===== src/rtl/draw_figure_layer_if.sv =====
// VGA timing bundle passed between the drawing stages.
// The master modport drives the fields and the slave modport reads them.
interface vga_if;
  logic [10:0] vcount;
  logic        vsync;
  logic        vblnk;
  logic [10:0] hcount;
  logic        hsync;
  logic        hblnk;
  logic [11:0] rgb;

  modport master (output vcount, vsync, vblnk, hcount, hsync, hblnk, rgb);
  modport slave  (input  vcount, vsync, vblnk, hcount, hsync, hblnk, rgb);
endinterface


===== src/rtl/draw_figure_layer.sv =====
// Chess figure overlay: draws 2-bpp figure bitmaps onto an 8x8 board at a
// configurable origin and square size, plus a blinking cursor frame on one
// square. Bitmap rows come from an external ROM with FETCH_LAT clocks of read
// latency; the timing stream is delayed to match, so vga_in to vga_out takes
// FETCH_LAT+2 clocks.
// Optional macro BOARD_FLIP_EN adds a board_flip input that mirrors the square
// index (63 - {row,col}) for the black-side view.
module draw_figure_layer #(
  parameter int          BOARD_X      = 0,
  parameter int          BOARD_Y      = 0,
  parameter int          SQ_LOG2      = 6,
  parameter int          BMP_LOG2     = 5,
  parameter int          FETCH_LAT    = 1,
  parameter logic [11:0] COL_DARK     = 12'h666,
  parameter logic [11:0] COL_LIGHT    = 12'hfff,
  parameter logic [11:0] COL_OUTLINE  = 12'h000,
  parameter logic [11:0] COL_CURSOR   = 12'hf00,
  parameter int          CURSOR_W     = 2,
  parameter int          BLINK_FRAMES = 30
) (
  input  logic                            clk,
  input  logic                            rst,
  input  logic [2*(2**BMP_LOG2)-1:0]      figure_pixels,
  output logic [5:0]                      figure_xy,
  output logic [BMP_LOG2-1:0]             figure_line,
  input  logic [5:0]                      cursor_xy,
  input  logic                            cursor_valid,
`ifdef BOARD_FLIP_EN
  input  logic                            board_flip,
`endif
  vga_if.slave                            vga_in,
  vga_if.master                           vga_out
);

  localparam int SQ    = 2**SQ_LOG2;
  localparam int BMP   = 2**BMP_LOG2;
  localparam int SHIFT = SQ_LOG2 - BMP_LOG2;
  localparam int DLY   = 1 + FETCH_LAT;
  localparam int CNT_W = (BLINK_FRAMES > 1) ? $clog2(BLINK_FRAMES) : 1;

  localparam logic [11:0]        X_LO = 12'(BOARD_X);
  localparam logic [11:0]        X_HI = 12'(BOARD_X + 8*SQ);
  localparam logic [11:0]        Y_LO = 12'(BOARD_Y);
  localparam logic [11:0]        Y_HI = 12'(BOARD_Y + 8*SQ);
  localparam logic [SQ_LOG2-1:0] CW_LO = SQ_LOG2'(CURSOR_W);
  localparam logic [SQ_LOG2-1:0] CW_HI = SQ_LOG2'(SQ - CURSOR_W);
  localparam logic [CNT_W-1:0]   BLINK_LAST = CNT_W'(BLINK_FRAMES - 1);

  typedef struct packed {
    logic [10:0]         vcount;
    logic                vsync;
    logic                vblnk;
    logic [10:0]         hcount;
    logic                hsync;
    logic                hblnk;
    logic [11:0]         rgb;
    logic                in_board;
    logic [BMP_LOG2-1:0] px;
    logic [SQ_LOG2-1:0]  xo;
    logic [SQ_LOG2-1:0]  yo;
    logic [5:0]          sq;
  } pipe_t;

  pipe_t pipe [DLY];

  // Only the low SQ_LOG2+3 bits of the board-relative offsets are ever used.
  logic [SQ_LOG2+2:0]  dx, dy;
  logic                in_board_c;
  logic                frame_start;
  logic [5:0]          idx_c, sq_c;
  logic [BMP_LOG2-1:0] px_c, line_c;

  logic [CNT_W-1:0] blink_cnt;
  logic             blink_phase;
  logic             cur_valid;
  logic             cur_vis;
  logic [5:0]       cur_xy;

  assign dx = (SQ_LOG2+3)'(vga_in.hcount - 11'(BOARD_X));
  assign dy = (SQ_LOG2+3)'(vga_in.vcount - 11'(BOARD_Y));
  assign in_board_c = ({1'b0, vga_in.hcount} >= X_LO) && ({1'b0, vga_in.hcount} < X_HI) &&
                      ({1'b0, vga_in.vcount} >= Y_LO) && ({1'b0, vga_in.vcount} < Y_HI);
  assign frame_start = (vga_in.vcount == 11'd0) && (vga_in.hcount == 11'd0);
  assign idx_c  = {dy[SQ_LOG2+2:SQ_LOG2], dx[SQ_LOG2+2:SQ_LOG2]};
  assign px_c   = BMP_LOG2'(dx[SQ_LOG2-1:0] >> SHIFT);
  assign line_c = BMP_LOG2'(dy[SQ_LOG2-1:0] >> SHIFT);

`ifdef BOARD_FLIP_EN
  logic flip_q;
  logic flip_eff;
  // The frame-start pixel already uses the flip value being latched with it.
  assign flip_eff = frame_start ? board_flip : flip_q;
  assign sq_c     = flip_eff ? (6'd63 - idx_c) : idx_c;
`else
  assign sq_c = idx_c;
`endif

  // Stage A: board decode, ROM address, and the delay line that tracks ROM latency.
  always_ff @(posedge clk) begin
    if (rst) begin
      for (int i = 0; i < DLY; i++) pipe[i] <= '0;
      figure_xy   <= '0;
      figure_line <= '0;
    end else begin
      pipe[0] <= '{vcount: vga_in.vcount, vsync: vga_in.vsync, vblnk: vga_in.vblnk,
                   hcount: vga_in.hcount, hsync: vga_in.hsync, hblnk: vga_in.hblnk,
                   rgb: vga_in.rgb, in_board: in_board_c, px: px_c,
                   xo: dx[SQ_LOG2-1:0], yo: dy[SQ_LOG2-1:0], sq: sq_c};
      for (int i = 1; i < DLY; i++) pipe[i] <= pipe[i-1];
      if (in_board_c) begin
        figure_xy   <= sq_c;
        figure_line <= line_c;
      end
    end
  end

  // Frame-start latch of cursor state and blink counter; cur_vis captures the
  // phase in force before this frame's update so each blink half lasts exactly
  // BLINK_FRAMES frames counted from reset.
  always_ff @(posedge clk) begin
    if (rst) begin
      blink_cnt   <= '0;
      blink_phase <= 1'b1;
      cur_valid   <= 1'b0;
      cur_vis     <= 1'b1;
      cur_xy      <= '0;
`ifdef BOARD_FLIP_EN
      flip_q      <= 1'b0;
`endif
    end else if (frame_start) begin
      cur_valid <= cursor_valid;
      cur_xy    <= cursor_xy;
      cur_vis   <= blink_phase;
`ifdef BOARD_FLIP_EN
      flip_q    <= board_flip;
`endif
      if (blink_cnt == BLINK_LAST) begin
        blink_cnt   <= '0;
        blink_phase <= ~blink_phase;
      end else begin
        blink_cnt <= blink_cnt + 1'b1;
      end
    end
  end

  pipe_t            s;
  logic [2*BMP-1:0] pix_sh;
  logic [1:0]       code;
  logic             on_edge;
  logic [11:0]      rgb_c;

  assign s       = pipe[DLY-1];
  assign pix_sh  = figure_pixels << {s.px, 1'b0};
  assign code    = pix_sh[2*BMP-1 -: 2];
  assign on_edge = (s.xo < CW_LO) || (s.xo >= CW_HI) || (s.yo < CW_LO) || (s.yo >= CW_HI);

  // Stage B colour select: figure decode, then the cursor frame on top; both
  // are restricted to visible board pixels.
  always_comb begin
    rgb_c = s.rgb;
    if (s.in_board && !s.hblnk && !s.vblnk) begin
      case (code)
        2'b01:   rgb_c = COL_DARK;
        2'b10:   rgb_c = COL_LIGHT;
        2'b11:   rgb_c = COL_OUTLINE;
        default: rgb_c = s.rgb;
      endcase
      if (cur_valid && cur_vis && (s.sq == cur_xy) && on_edge) rgb_c = COL_CURSOR;
    end
  end

  // Output register.
  always_ff @(posedge clk) begin
    if (rst) begin
      vga_out.vcount <= '0;
      vga_out.vsync  <= 1'b0;
      vga_out.vblnk  <= 1'b0;
      vga_out.hcount <= '0;
      vga_out.hsync  <= 1'b0;
      vga_out.hblnk  <= 1'b0;
      vga_out.rgb    <= '0;
    end else begin
      vga_out.vcount <= s.vcount;
      vga_out.vsync  <= s.vsync;
      vga_out.vblnk  <= s.vblnk;
      vga_out.hcount <= s.hcount;
      vga_out.hsync  <= s.hsync;
      vga_out.hblnk  <= s.hblnk;
      vga_out.rgb    <= rgb_c;
    end
  end

endmodule


===== src/flat_wrapper.sv =====
// flat-port wrapper written by rule: the top's interface ports become plain ports
module draw_figure_layer_flat 
#(
  parameter int          BOARD_X      = 0,
  parameter int          BOARD_Y      = 0,
  parameter int          SQ_LOG2      = 6,
  parameter int          BMP_LOG2     = 5,
  parameter int          FETCH_LAT    = 1,
  parameter logic [11:0] COL_DARK     = 12'h666,
  parameter logic [11:0] COL_LIGHT    = 12'hfff,
  parameter logic [11:0] COL_OUTLINE  = 12'h000,
  parameter logic [11:0] COL_CURSOR   = 12'hf00,
  parameter int          CURSOR_W     = 2,
  parameter int          BLINK_FRAMES = 30
)
  (clk, rst, figure_pixels, figure_xy, figure_line, cursor_xy, cursor_valid, vga_in_vcount, vga_in_vsync, vga_in_vblnk, vga_in_hcount, vga_in_hsync, vga_in_hblnk, vga_in_rgb, vga_out_vcount, vga_out_vsync, vga_out_vblnk, vga_out_hcount, vga_out_hsync, vga_out_hblnk, vga_out_rgb);
  vga_if vga_in_i ();
  vga_if vga_out_i ();
  input  logic clk;
  input  logic rst;
  input  logic [2*(2**BMP_LOG2)-1:0] figure_pixels;
  output logic [5:0] figure_xy;
  output logic [BMP_LOG2-1:0] figure_line;
  input  logic [5:0] cursor_xy;
  input  logic cursor_valid;
  input wire logic [$bits(vga_in_i.vcount)-1:0] vga_in_vcount;
  input wire logic [$bits(vga_in_i.vsync)-1:0] vga_in_vsync;
  input wire logic [$bits(vga_in_i.vblnk)-1:0] vga_in_vblnk;
  input wire logic [$bits(vga_in_i.hcount)-1:0] vga_in_hcount;
  input wire logic [$bits(vga_in_i.hsync)-1:0] vga_in_hsync;
  input wire logic [$bits(vga_in_i.hblnk)-1:0] vga_in_hblnk;
  input wire logic [$bits(vga_in_i.rgb)-1:0] vga_in_rgb;
  output wire logic [$bits(vga_out_i.vcount)-1:0] vga_out_vcount;
  output wire logic [$bits(vga_out_i.vsync)-1:0] vga_out_vsync;
  output wire logic [$bits(vga_out_i.vblnk)-1:0] vga_out_vblnk;
  output wire logic [$bits(vga_out_i.hcount)-1:0] vga_out_hcount;
  output wire logic [$bits(vga_out_i.hsync)-1:0] vga_out_hsync;
  output wire logic [$bits(vga_out_i.hblnk)-1:0] vga_out_hblnk;
  output wire logic [$bits(vga_out_i.rgb)-1:0] vga_out_rgb;
  assign vga_in_i.vcount = vga_in_vcount;
  assign vga_in_i.vsync = vga_in_vsync;
  assign vga_in_i.vblnk = vga_in_vblnk;
  assign vga_in_i.hcount = vga_in_hcount;
  assign vga_in_i.hsync = vga_in_hsync;
  assign vga_in_i.hblnk = vga_in_hblnk;
  assign vga_in_i.rgb = vga_in_rgb;
  assign vga_out_vcount = vga_out_i.vcount;
  assign vga_out_vsync = vga_out_i.vsync;
  assign vga_out_vblnk = vga_out_i.vblnk;
  assign vga_out_hcount = vga_out_i.hcount;
  assign vga_out_hsync = vga_out_i.hsync;
  assign vga_out_hblnk = vga_out_i.hblnk;
  assign vga_out_rgb = vga_out_i.rgb;
  draw_figure_layer #(.BOARD_X(BOARD_X), .BOARD_Y(BOARD_Y), .SQ_LOG2(SQ_LOG2), .BMP_LOG2(BMP_LOG2), .FETCH_LAT(FETCH_LAT), .COL_DARK(COL_DARK), .COL_LIGHT(COL_LIGHT), .COL_OUTLINE(COL_OUTLINE), .COL_CURSOR(COL_CURSOR), .CURSOR_W(CURSOR_W), .BLINK_FRAMES(BLINK_FRAMES)) u_core (.clk(clk), .rst(rst), .figure_pixels(figure_pixels), .figure_xy(figure_xy), .figure_line(figure_line), .cursor_xy(cursor_xy), .cursor_valid(cursor_valid), .vga_in(vga_in_i), .vga_out(vga_out_i));
endmodule

===== config.mk =====
export PLATFORM = sky130hd
export DESIGN_NAME = draw_figure_layer_flat
export DESIGN_NICKNAME = d
export VERILOG_FILES = /design/src/rtl/draw_figure_layer_if.sv /design/src/rtl/draw_figure_layer.sv /design/src/flat_wrapper.sv
export SDC_FILE = /design/constraint.sdc
export NUM_CORES = 1
export LEC_CHECK = 0
export ABC_CLOCK_PERIOD_IN_PS = 3300
export BUFFER_PORTS_ARGS = -buffer_cell sky130_fd_sc_hd__buf_2
export CELL_PAD_IN_SITES_DETAIL_PLACEMENT = 1
export CELL_PAD_IN_SITES_GLOBAL_PLACEMENT = 1
export CORE_MARGIN = 5
export CORE_UTILIZATION = 38
export CTS_BUF_LIST = sky130_fd_sc_hd__clkbuf_4 sky130_fd_sc_hd__clkbuf_8 sky130_fd_sc_hd__clkbuf_16
export CTS_CLUSTER_DIAMETER = 120
export CTS_CLUSTER_SIZE = 14
export DETAILED_ROUTE_END_ITERATION = 8
export PLACE_DENSITY_LB_ADDON = 0.3
export SLEW_MARGIN = 20
export SYNTH_ARGS = -nofsm -noshare
export SYNTH_HDL_FRONTEND = slang
export SYNTH_SLANG_ARGS = --single-unit

===== constraint.sdc =====
create_clock -name clk -period 3.3 [get_ports clk]
set_input_delay 0 -clock clk [delete_from_list [all_inputs] [get_ports clk]]
set_output_delay 0 -clock clk [all_outputs]
set_load 0.01 [all_outputs]

==> results.md, run 1 <==
* Core Area at 0.0127 sq mm
* WL final at 14600 um
* CTS Root Cell: clkbuf_16
* Worst R2R Setup Slack at 0.35 ns
* Synth Warn # at 0
* H-tree lvl count at 4
* Wire per inst at 17.1 um
* Critical Path End Type: register
* Yosys top cell by area: dfxtp_1
* Synth area leaders: dfxtp_1, nor2b_1, mux4_2
* Inserted Clock Buffers at 17
* Layout cells sized above 1 at 32.3%
* Post-DRT Antenna Nets at 0
* Nets at 780
* Cells after Synth at between 400 and 500
* Drt first pass iters at 4
* Crit path launch type: register
* Minimum clock period at 2.95 ns
* Slew HR at 55.2%
* Reg clk slew, reported paths at about 0.060 ns
* Antenna violations before repair at 1
* Hold Fails Final Rpt at 0
* Final setup margin at between 0.3 and 0.4 ns
* Post-synthesis sequential element count at between 100 and 150
* Commonest non-fill, non-tap cell in the layout: buf_2
* Post-synth top area share at ~57%
* Hold crit path type: primary input to register
* CTS Sinks at 141
* Number of synthesized flops with an enable pin at 0
* Worst setup path startpoint: u_core.pipe[0][101]$_SDFF_PP0_
* Sequential cell area fraction in the yosys report at 56.7%
* Number of max-cap violations at 0
* Final period utilization at 89.3%
* CP arrival at 3.28 ns
* Post-synth ARST share at 0%
* Crit path kind: register to register
* R2r startpoint: u_core.pipe[0][101]$_SDFF_PP0_
* DP Wirelength at 9730 um
* DRC Markers at 0
* Worst R2R End: u_core.vga_out.rgb[1]$_SDFF_PP0_
* RSZ-0062 raised after global routing: no
* Power density cells at 567 mW/mm^2
* Hold_sp: rst
* Synth-to-layout area growth at 39.8%
* Skew final at about 0.0075 ns
* Die ar. at 0.0155 sq mm
* Net count after synthesis at 579
* Reg2Reg Depth at 9
* Hold_ws at 0.0788 ns
* Post-Place Worst Slack at 0.137 ns
* Crit Path Max Fanout at 16
* Clk_lat worst skew at 0.42 ns
* Vias in the first global route at 4583
* Row cnt at 41
* Worst Max-Slew Pin Slew at between 0.6 and 0.7 ns
* IO buf count at 159
* Syn Area/Cell at around 11 sq um
* Initial Utilization at 39.2%
* Max VDD drop at 0.256 mV
* Placer Congestion at a little under 0.9
* DR vias at 4167
* Maximum root-to-sink buffer count at 2
* CP endpoint: u_core.vga_out.rgb[1]$_SDFF_PP0_
* Worst EP required at between 3 and 4 ns
* CTS tree: yes
* GR Overflow Total at 0
* Largest net degree at the start of global routing at a little over 60
* Boundary Pins at 160
* Die Ht at ~120 um
* Most frequent cells in the layout: buf_2, dfxtp_1, nor2b_1
* DR iter-0 viols at 209
* Mapped Area at 0.00498 sq mm
* Total GRT Usage at between 10% and 20%
* Status: finished clean
* Final Setup Violations at 0
* Peak Freq at 0.340 GHz
* Die W at 124 um
* Cell variety after synth at 47
* Leak at 2.98 nW
* First-pass GRT wire length at 23900 um
* Main synth FF type: dfxtp_1
* TNS Setup at 0 ns
* Max-slew violations at 0
* Vias/cell at 4.90
[flip-flops by register name, summed over array words and instances (netlist names), 5 cells and up]
name / flops
u_core.blink_cnt: 5
u_core.vga_out.hcount: 11
u_core.vga_out.rgb: 12
u_core.figure_line: 5
u_core.vga_out.vcount: 11
u_core.pipe: 78
u_core.cur_xy: 6
u_core.figure_xy: 6
[cells by family (layout without fill, tap and decap cells)]
family	after synthesis	after routing	share of synthesized area, %
AND/OR/NAND/NOR	189	189	22.4
flip-flops	141	141	56.7
AO/OA/AOI/OAI	70	70	8.59
buffers and inverters	33	246	2.86
multiplexers	21	21	7.44
XOR/XNOR	6	6	1.06
adder cells (fa/ha/maj)	4	4	1.00
other	0	1	0
[report_power, final]
part	switching (W)	total, W	leakage [nW]	internal, W
clock network	0.000697	0.00186	0.284	0.00116
logic	0.000130	0.000299	1.54	0.000168
registers	0.0000286	0.00179	1.16	0.00176
[routing by layer]
metal | GRT usage, % | part of all wire (%)
met2 | 34.1 | 52
met4 | 9.03 | 2.2
met3 | 6.65 | 6.0
met5 | 0 | 0
met1 | 21.1 | 40
[final cells by class]
type | count | area (sq um)
inverters | 4 | 15.0
fillers | 1425 | 5760
clock buffers | 20 | 467
well taps | 172 | 215
diodes | 1 | 2.50
clock inverters | 11 | 116
repair buffers | 211 | 1310
flip-flops and latches | 141 | 2820
multi-input cells | 290 | 2020
[per-stage QoR]
| stage | instances | total power (W) | instance area [sq um] | util (%) |
|---|---|---|---|---|
| 3_5_place_dp | 770 | 0.00208 | 5900 | 46.4 |
| 6_report | 850 | 0.00395 | 6960 | 54.7 |
| 2_1_floorplan | 464 | 0.00195 | 4980 | - |
| 5_1_grt | 850 | 0.00411 | 6960 | 54.7 |
| 3_3_place_gp | 770 | 0.00207 | 5900 | 46.4 |
| 4_1_cts | 849 | 0.00400 | 6960 | 54.7 |
[cells in the mapped netlist, types with 2 or more instances]
master / count
nand2_1: 29
and3_1: 2
or4_1: 2
and2_1: 2
a311oi_1: 2
a21oi_1: 37
buf_4: 2
o21ai_0: 11
xor2_1: 6
o31ai_1: 2
nand2b_1: 2
nor3_1: 10
o211ai_1: 2
nor4_2: 2
clkbuf_1: 21
ha_1: 4
buf_1: 2
nand4b_1: 2
nor4_1: 4
a32oi_1: 4
nand3_1: 12
nand4_1: 2
o31a_1: 3
nor2b_1: 105
mux2_2: 8
a221oi_1: 2
buf_2: 3
nor2_1: 8
dfxtp_1: 141
inv_1: 4
mux4_2: 12
[what timing repair did]
item | 4_1_cts | 5_1_grt
setup buffers | 0 | 0
endpoints found under the setup margin | 0 | 12
hold endpoints to repair | 56 | 0
resized for setup | 0 | 1
hold buffers | 48 | 0
[how the worst min path moves through the flow]
stage | to | slack (ns) | cells after the start
CTS | u_core.pipe[0][48]$_SDFF_PP0_ | 0.08 | 2
detailed placement | u_core.pipe[0][32]$_SDFF_PP0_ | 0.22 | 2
finish | u_core.vga_out.vcount[9]$_SDFF_PP0_ | 0.08 | 2
global route | u_core.vga_out.hcount[5]$_SDFF_PP0_ | 0.11 | 2
global placement | u_core.pipe[0][35]$_SDFF_PP0_ | 0.21 | 2
floorplan | u_core.pipe[0][24]$_SDFF_PP0_ | 0.13 | 1
[critical path, stage by stage, from the launching register on]
cell and delay, ns:
dfxtp_1 0.75, mux4_2 0.35, a32oi_1 0.05, nand3_1 0.15, o21ai_0 0.14, ha_1 0.23, or4b_1 0.58, nor2_1 0.34
a21oi_1 0.09, nor3_1 0.17
Power figures use the tool's default switching activity.
==> run 2: changes to the inputs <==
--- a/config.mk
+++ b/config.mk
@@ -15,6 +15,7 @@
 export CTS_CLUSTER_DIAMETER = 120
 export CTS_CLUSTER_SIZE = 14
 export DETAILED_ROUTE_END_ITERATION = 8
+export MAX_ROUTING_LAYER = met4
 export PLACE_DENSITY_LB_ADDON = 0.3
 export SLEW_MARGIN = 20
 export SYNTH_ARGS = -nofsm -noshare
==> results.md, run 2 (synthesis results as in run 1) <==
* Minimum clock period at slightly below 3 ns
* Most frequent cells in the layout: buf_2, dfxtp_1, nor2b_1
* RSZ-0062 raised after global routing: no
* Drt first pass iters at 4
* Final period utilization at between 80% and 90%
* Final instance area at between 0.006 and 0.007 sq mm
* CP arrival at around 3.3 ns
* Worst Max-Slew Pin Slew at 0.667 ns
* Boundary Pins at 160
* Number of flip-flops in the largest register at 78
* Layout cells sized above 1 at 32.3%
* Reg clk slew, reported paths at ~0.060 ns
* DR vias at roughly 4200
* Vias/cell at ~4.9
* Top Registers: u_core.pipe x78, u_core.vga_out.rgb x12
* Die ar. at 0.0155 sq mm
* Placer Congestion at 0.893
* Crit Path Max Fanout at 16
* First-pass GRT wire length at roughly 24000 um
* CTS Sinks at 141
* WL final at between 10000 and 15000 um
* Crit path kind: register to register
* Maximum root-to-sink buffer count at 2
* Hold crit path type: primary input to register
* Status: finished clean
* GR Overflow Total at 0
* Number of max-cap violations at 0
* Die Ht at 124 um
* Max VDD drop at 0.256 mV
* Die W at 124 um
* Nets at a little under 800
* Inserted Clock Buffers at 17
* Critical Path End Type: register
* Initial Utilization at 39.2%
* Row cnt at slightly above 40
* Antenna violations before repair at 1
* Largest net degree at the start of global routing at 61
* Post-DRT Antenna Nets at 0
* CTS tree: yes
* Max-slew violations at 0
* Worst EP required at 3.63 ns
* IO buf count at 159
* Core Area at 0.0127 sq mm
* Worst path slowest cell: dfxtp_1
* Crit path launch type: register
* Final setup margin at 0.359 ns
* Total GRT Usage at 20.1%
* Vias in the first global route at approximately 4600
* Synth-to-layout area growth at 39.8%
* Commonest non-fill, non-tap cell in the layout: buf_2
* Leak at 2.98 nW
* Post-Place Worst Slack at 0.137 ns
* CP Cell Sequence: mux4_2 > a32oi_1 > nand3_1 > o21ai_0 > ha_1 > or4b_1 > nor2_1 > a21oi_1 > nor3_1
* TNS Setup at 0 ns
* Biggest register: u_core.pipe
* DR iter-0 viols at around 180
* Finished Core Util at between 50% and 60%
* Skew final at ~0.0074 ns
* Worst R2R Setup Slack at roughly 0.36 ns
* Peak Freq at 0.340 GHz
* Hold Fails Final Rpt at 0
* Slew HR at ~55%
* CTS Root Cell: clkbuf_16
* CP max stage delay at 0.75 ns
* Power density cells at 567 mW/mm^2
* Placed cell area at 0.00590 sq mm
* DRC Markers at 0
* Post-CTS setup buffer count at 0
* Wire per inst at around 17 um
* Clk_lat worst skew at roughly 0.42 ns
* H-tree lvl count at 4
* Final Setup Violations at 0
* DP Wirelength at around 10000 um
[run 2: cell counts in the layout (fill, tap and decap cells not counted)]
No cell type changed its count.
[run 2: per-layer routing]
metal / wire [um] / global-route usage [%] / part of all wire [%] / vias up
met2: 7500 / 34.2 / 51 / 161
met3: 903 / 6.22 / 6.2 / 29
met5: 0 / - / 0 / -
met4: 361 / 9.03 / 2.5 / 0
met1: 5800 / 21.3 / 40 / 1986
li1: - / - / - / 1994
[run 2: cell type report]
class	instances	area, sq um
Fill cell	1425	5760
Sequential cell	141	2820
Multi-Input combinational cell	290	2020
Timing Repair Buffer	211	1310
Clock buffer	20	467
Tap cell	172	215
Clock inverter	11	116
Inverter	4	15.0
Antenna cell	1	2.50
[run 2: critical path, delay by kind of cell (launching register included)]
family / cells / cell delay [ns]
fa+ha+maj: 1 / 0.23
flops: 1 / 0.75
mux: 1 / 0.35
simple gates: 4 / 1.25
compound gates: 3 / 0.28
[run 2: timing repair]
item | 4_1_cts | 5_1_grt
setup endpoints to repair | 0 | 12
endpoints found under the hold margin | 56 | 0
hold buffers | 48 | 0
resized for setup | 0 | 1
[run 2: path summary, 6_finish.rpt]
| path | startpoint | to | cells after the start |
|---|---|---|---|
| max | u_core.pipe[0][101]$_SDFF_PP0_ | u_core.vga_out.rgb[1]$_SDFF_PP0_ | 9 |
| min | rst | u_core.vga_out.vcount[10]$_SDFF_PP0_ | 2 |
| max reg2reg | u_core.pipe[0][101]$_SDFF_PP0_ | u_core.vga_out.rgb[1]$_SDFF_PP0_ | 9 |
| min reg2reg | u_core.pipe[0][123]$_SDFF_PP0_ | u_core.vga_out.vcount[10]$_SDFF_PP0_ | 1 |
[run 2: where the power goes]
| group | switching (W) | internal (W) | total (W) | leakage (nW) |
|---|---|---|---|---|
| sequential | 0.0000288 | 0.00176 | 0.00179 | 1.16 |
| combinational | 0.000130 | 0.000168 | 0.000299 | 1.54 |
| clock | 0.000699 | 0.00116 | 0.00186 | 0.284 |
| total | 0.000858 | 0.00309 | 0.00395 | 2.98 |
[run 2: metrics by stage]
step | hold slack (ns) | cells | total power, W
finish | 0.0814 | 850 | 0.00395
global placement | 0.214 | 770 | 0.00207
floorplan | 0.128 | 464 | 0.00195
global route | 0.110 | 850 | 0.00411
detailed placement | 0.217 | 770 | 0.00208
CTS | 0.0787 | 849 | 0.00400
